==> src/rtl/led_switch_io.sv <==
// Memory-mapped LED output register and debounced switch input port.
// Switch changes are accepted only after DEB_CYCLES stable synchronized cycles.
module led_switch_io #(
    parameter int DEB_CYCLES = 1000000,
    parameter int CNT_W      = 20
) (
    input  logic        clk,
    input  logic        rst_n,
    input  logic        LEDCtrl,
    input  logic        SwitchCtrl,
    input  logic        ioWrite,
    input  logic        ioRead,
    input  logic [3:0]  addr_in,
    input  logic [31:0] write_data,
    input  logic [15:0] switch_in,
    output logic [15:0] led_out,
    output logic [15:0] io_rdata
);

    typedef enum logic {
        STABLE,
        COUNTING
    } deb_state_t;

    localparam logic [3:0]       OFS_HALF   = 4'h0;
    localparam logic [3:0]       OFS_HIGH   = 4'h2;
    localparam logic [3:0]       OFS_STATUS = 4'h4;
    localparam logic [CNT_W-1:0] CNT_LAST   = CNT_W'(DEB_CYCLES - 1);
    localparam logic [CNT_W-1:0] CNT_ONE    = CNT_W'(1);

    deb_state_t       state, state_d;
    logic [CNT_W-1:0] cnt, cnt_d;
    logic [15:0]      sync1, sync2;
    logic [15:0]      cand, cand_d;
    logic [15:0]      sw_db, sw_db_d;
    logic             sw_chg, sw_chg_d;
    logic             accept;
    logic             status_read;

    // The decoder drives a full word; only the low halfword reaches the LEDs.
    logic unused_write_bits;
    assign unused_write_bits = ^write_data[31:16];

    // NOTE: clocked state uses non-blocking (<=) so every flop samples pre-edge values.
    always_ff @(posedge clk or negedge rst_n) begin
        if (!rst_n) begin
            led_out <= '0;
        end else if (LEDCtrl && ioWrite) begin
            case (addr_in)
                OFS_HALF: led_out       <= write_data[15:0];
                OFS_HIGH: led_out[15:8] <= write_data[7:0];
                default:  ;
            endcase
        end
    end

    always_ff @(posedge clk or negedge rst_n) begin
        if (!rst_n) begin
            sync1 <= '0;
            sync2 <= '0;
        end else begin
            sync1 <= switch_in;
            sync2 <= sync1;
        end
    end

    assign status_read = SwitchCtrl && ioRead && (addr_in == OFS_STATUS);

    // NOTE: every signal assigned here gets a default first, so no latch is inferred.
    always_comb begin
        state_d = state;
        cnt_d   = cnt;
        cand_d  = cand;
        sw_db_d = sw_db;
        accept  = 1'b0;
        case (state)
            STABLE: begin
                cnt_d = '0;
                if (sync2 != sw_db) begin
                    state_d = COUNTING;
                    cnt_d   = CNT_ONE;
                    cand_d  = sync2;
                end
            end
            COUNTING: begin
                if (sync2 != cand) begin
                    if (sync2 == sw_db) begin
                        state_d = STABLE;
                        cnt_d   = '0;
                    end else begin
                        cand_d = sync2;
                        cnt_d  = CNT_ONE;
                    end
                end else if (cnt >= CNT_LAST) begin
                    sw_db_d = cand;
                    accept  = 1'b1;
                    cnt_d   = '0;
                    state_d = STABLE;
                end else begin
                    cnt_d = cnt + CNT_ONE;
                end
            end
            default: state_d = STABLE;
        endcase

        // A new acceptance outranks a read-clear on the same edge.
        sw_chg_d = sw_chg;
        if (accept) begin
            sw_chg_d = 1'b1;
        end else if (status_read) begin
            sw_chg_d = 1'b0;
        end
    end

    always_ff @(posedge clk or negedge rst_n) begin
        if (!rst_n) begin
            state  <= STABLE;
            cnt    <= '0;
            cand   <= '0;
            sw_db  <= '0;
            sw_chg <= 1'b0;
        end else begin
            state  <= state_d;
            cnt    <= cnt_d;
            cand   <= cand_d;
            sw_db  <= sw_db_d;
            sw_chg <= sw_chg_d;
        end
    end

    always_comb begin
        io_rdata = '0;
        if (SwitchCtrl && ioRead) begin
            case (addr_in)
                OFS_HALF:   io_rdata = sw_db;
                OFS_HIGH:   io_rdata = {8'h00, sw_db[15:8]};
                OFS_STATUS: io_rdata = {15'b0, sw_chg};
                default:    io_rdata = '0;
            endcase
        end
    end

endmodule
==> config.mk <==
export PLATFORM = sky130hd
export DESIGN_NAME = led_switch_io
export DESIGN_NICKNAME = d
export VERILOG_FILES = /design/src/rtl/led_switch_io.sv
export SDC_FILE = /design/constraint.sdc
export NUM_CORES = 1
export LEC_CHECK = 0
export BUFFER_PORTS_ARGS = -buffer_cell sky130_fd_sc_hd__buf_2
export CORE_MARGIN = 2
export CORE_UTILIZATION = 53
export CTS_BUF_LIST = sky130_fd_sc_hd__clkbuf_16
export DETAILED_ROUTE_END_ITERATION = 12
export PLACE_DENSITY_LB_ADDON = 0.08
export REMOVE_ABC_BUFFERS = 1
export SLEW_MARGIN = 10
export SYNTH_ARGS = -nofsm -noshare
export SYNTH_HDL_FRONTEND = slang
export SYNTH_SLANG_ARGS = --single-unit
==> constraint.sdc <==
create_clock -name clk -period 3.1 [get_ports clk]
set_input_delay 0.155 -clock clk [delete_from_list [all_inputs] [get_ports clk]]
set_output_delay 0.155 -clock clk [all_outputs]
set_load 0.005 [all_outputs]
### Word-level counts from Yosys, hierarchy flattened

Cells that the tools add are included.

| cells by class | value |
|---|---|
| divide/modulo/power cells | 0 |
| shift-type cells | 0 |
| bitwise operators | 2 |
| $add $sub $neg | 1 |
| equal/unequal tests | 8 |
| muxes and demuxes | 22 |
| reduce and logical (&&, ||, !) cells | 10 |
| multipliers | 0 |
| order comparisons | 1 |

Operator list:

| operator | number |
|---|---|
| two-way mux 16 bit | 4 |
| one-hot mux 16 bit (3 select lines) | 1 |
| two-way mux 20 bit | 2 |
| one-hot mux 20 bit (2 select lines) | 1 |
| != test 16 bit | 2 |
| one-hot mux 16 bit (2 select lines) | 1 |
| adder 20 x 1 -> 20 bit, second input constant | 1 |
| >= comparator 20 bit, second input constant | 1 |
| equality test 16 bit | 1 |
| one-hot mux 8 bit (2 select lines) | 1 |
| two-way mux 1 bit | 11 |
| AND reduction 3 bit | 2 |
| equality test 4 x 2 -> 1 bit, second input constant | 1 |
| equality test 4 x 3 -> 1 bit, second input constant | 1 |
| zero test 4 bit | 1 |
| != test 2 bit, second input constant | 2 |
| AND reduction 2 bit | 2 |
| nonzero test 2 bit | 2 |
| logical AND 1 bit | 3 |
| != test 2 x 1 -> 1 bit, second input constant | 1 |
| NOT 1 bit | 2 |
| one-hot mux 1 bit (2 select lines) | 1 |

| word-level totals | value |
|---|---|
| register bits after elaboration | 102 |
| latch bits | 0 |
| output and inout bits | 32 |
| logic and storage cells | 53 |
| memories | 0 |
| RAM bits | 0 |
| bits in read-only memories | 0 |
| input port bits | 58 |

### Logic depth before layout (Yosys ltp)

| logic depth | value |
|---|---|
| depth after elaboration | 5 |
| gate-level depth with buffers | 8 |

### Worst setup path after synthesis

No wires, ideal clock.

| path | value |
|---|---|
| path kind | flip-flop to flip-flop |
| from | register cnt[13] |
| to | register sw_db[10] |
| cell stages (with the launch flop) | 7 |
| period minus slack after synthesis | 2.113 ns |
| required time | 2.975 ns |
| data arrival time | 1.988 ns |
| slack | 0.987 ns |
| setup time | 0.125 ns |
| path through | dfrtp_1 -> or4_4 -> o2111ai_2 -> o21ai_1 -> nand3_1 -> buf_4 -> mux2_2 |

| between the ends | value |
|---|---|
| cells in the longest elaborated chain, start to end | 2 |

Ends and longest elaborated chain:

| what | RTL line | RTL |
|---|---|---|
| start: declaration | 32 | `logic [CNT_W-1:0] cnt, cnt_d;` |
| start signal: assignment | 124 | `cnt <= cnt_d;` |
| >= comparator 20 bit | 94 | `end else if (cnt >= CNT_LAST) begin` |
| AND reduction 3 bit (no line) | -- |  |
| end signal: assignment | 126 | `sw_db <= sw_db_d;` |
| end: declaration | 35 | `logic [15:0] sw_db, sw_db_d;` |

Every way passes these cells.
A chain may end at the register's enable or synchronous reset.

### Worst setup path after layout

| path | value |
|---|---|
| from | register cnt[13] |
| to | register sw_db[13] |

Same word-level chain as after synthesis.

==> results.yml <==
place:
  place_ws_ps: 787
  dpl.hpwl_um: 5790
  place_area_um2: 4800
  place_congestion: 0.825
  dp_cells: 514
  port_buffers: 73
finish:
  layout.nets: 499
  n_fill_cell: 619
  final_cells: 547
  fin_area_um2: 5260
  num_antenna_cells: 0
  syn2layout_area_growth_pct: 22.8
  drive_gt1_share_pct: 31.7
  utilization_pct: 67.8
timing:
  setup_viol: 0
  max_freq_mhz: 433
  maxSlewHeadroom_pct: 56.3
  finalCriticalPeriod_ps: 2310
  skew_ps: 12.5
  finalHoldViolations: 0
  rsz0062_at_grt: "false"
  finalMaxSlewViolations: 0
  hold_slack_ps: 63.8
  fin_crit_sh_pct: 74.6
  worst_slack_ps: 789
  worstMarginPinSlew_ps: 650
  tns_ps: 0
worst_setup_path:
  startpoint_type: "flip-flop"
  cp_max_fo: 12
  cp_data_arrival_time_ps: 2540
  rr_startpoint: "cnt[13]"
  critPathKind: "flip-flop to flip-flop"
  required_ps: 3330
  setup.worst_path.end_class: "flip-flop"
  cp-startpoint: "cnt[13]"
power:
  power.share.switching_pct: 24.3
  seqPwrFrac_pct: 52.5
  ir_drop_mv: 0.299
  p_comb_share_pct: 8.4
  internal_power_mw: 2.10
  p_switching_uw: 674
  p_leak_nw: 2.43
  finalPower_mw: 2.78
  pwr_density_cell_nw_per_um2: 527
  clkPwrFrac_pct: 39.0
synth:
  netlist_area_um2: 4290
  syn_inst: 341
  synth-seq-area-share_pct: 59.5
  synth_seq_cells: 102
  synth_cell_types: 33
  synth_area_per_cell_um2: 12.6
  synth_edf_count: 0
  yosysWarnings: 0
  synth_top_area_cell: "dfrtp_1"
  synth_top_cells_by_count: "102 x dfrtp_1, 40 x mux2_2, 38 x nor2_1"
  synth_top_area_share_pct: 59.5
  synth-main-ff-cell: "dfrtp_1"
  synthArstFlopShare_pct: 100
  synthTopCellsByArea: "dfrtp_1 60%, mux2_2 11%, xor2_1 5.5%"
  synthMostInstantiatedCell: "dfrtp_1"
clock_network:
  numCtsBuffers: 9
  cts_max_level: 3
  cts_max_path_buffers: 2
  clk-insertion-delay-late_ps: 350
  clkSinkCount: 102
  cts_resized: 0
  cts_tree: "done"
  clk_pin_slew_ps: 70
  cts_root_buffer: "clkbuf_16"
hold_path:
  min_from: "write_data[7]"
  hp-class: "primary input to flip-flop"
floorplan:
  dieHeight_um: 93.9
  core-area_um2: 7770
  die_w_um: 93.9
  row_count: 32
  start_util_pct: 55.2
  ios: 90
  dieArea_um2: 8820
detailed_routing:
  vias_per_cell: 5.20
  drtAntennaViolNets: 0
  num_vias: 2844
  drtPass1Iterations: 6
  wl_um: 8270
  wire_per_inst_um: 15.1
  drtIter0Drc: 102
  drc: 0
global_route:
  antenna_found_initial: 0
  grt_pass1_vias: 2945
  track_usage_pct: 20.5
  grt_pass1_wl_um: 13800
  gr-total-overflow: 0
  grt_max_degree: 56
status:
  status: "finished clean"
run:
  max-cap-violations: 0
==> sequential cells by signal, summed over array words and instances, names as in the netlist <==
name	cells
cnt	20
cand	16
led_out	16
sw_db	16
sync1	16
sync2	16
state	1
sw_chg	1
==> kinds of logic (layout without fill, tap and decap cells) <==
logic type / count (synthesis) / after routing / share of synthesized area, %
compound gates: 23 / 23 / 3.59
xor+xnor: 50 / 50 / 10.2
fa+ha+maj: 1 / 1 / 0.292
buf+inv: 10 / 114 / 1.40
flops: 102 / 102 / 59.5
mux: 49 / 49 / 12.6
simple gates: 106 / 106 / 12.3
==> per-layer routing <==
layer | up-vias | track usage [%] | share of wire (%)
met5 | - | 0 | 0
li1 | 1377 | - | -
met4 | 0 | 5.80 | 1.5
met3 | 8 | 5.14 | 4.0
met1 | 1392 | 25.3 | 43
met2 | 67 | 35.7 | 51
==> cells in the final DEF, fill, tap and decap left out, types with 2 or more instances in the layout <==
master	instances
a21oi_1	11
a22oi_1	7
and2_1	10
and3_1	5
buf_2	72
buf_4	6
clkbuf_16	9
dfrtp_1	102
dlygate4sd3_1	17
inv_1	2
inv_6	3
mux2_2	40
mux2i_1	9
nand2_1	17
nand3_1	7
nand4_1	9
nor2_1	38
nor3_1	5
nor4_1	6
or3_1	2
xnor2_1	23
xor2_1	27
==> final cells by class <==
class	count	area (um2)	area share, %
Clock buffer	9	225	4.28
Clock inverter	7	66.3	1.26
Inverter	2	7.51	0.143
Multi-Input combinational cell	229	1690	32.1
Sequential cell	102	2550	48.5
Tap cell	102	128	2.42
Timing Repair Buffer	96	596	11.3
==> what timing repair did <==
action                    4_1_cts  5_1_grt
hold buffers                   17        0
buffers inserted                0        0
hold endpoints to repair       63        0
==> critical path, cell delays in order (launching register included) <==
cell      delay (ps)
dfrtp_1          420
or4_4            570
a211oi_2         170
o21ai_1          150
nand3_1          250
buf_4            280
mux2_2           360
==> power by group through the flow <==
stage / sequential [mW] / clock [mW] / combinational [mW]
after detailed placement: 1.49 / 0 / 0.222
after CTS: 1.46 / 1.11 / 0.240
after global placement: 1.48 / 0 / 0.217
final: 1.46 / 1.08 / 0.234
after floorplan: 1.48 / 0 / 0.0901
after global routing: 1.47 / 1.18 / 0.265
==> final timing paths <==
check / slack, ps / to / cells past startpoint
max reg2reg: 790 / sw_db[13] / 6
max in group asynchronous: 2030 / sync2[15] / 3
min: 60 / led_out[7] / 2
min reg2reg: 350 / sync2[2] / 0
max: 790 / sw_db[13] / 6
min in group asynchronous: 360 / led_out[3] / 2
(Power assumes the default switching activity.)
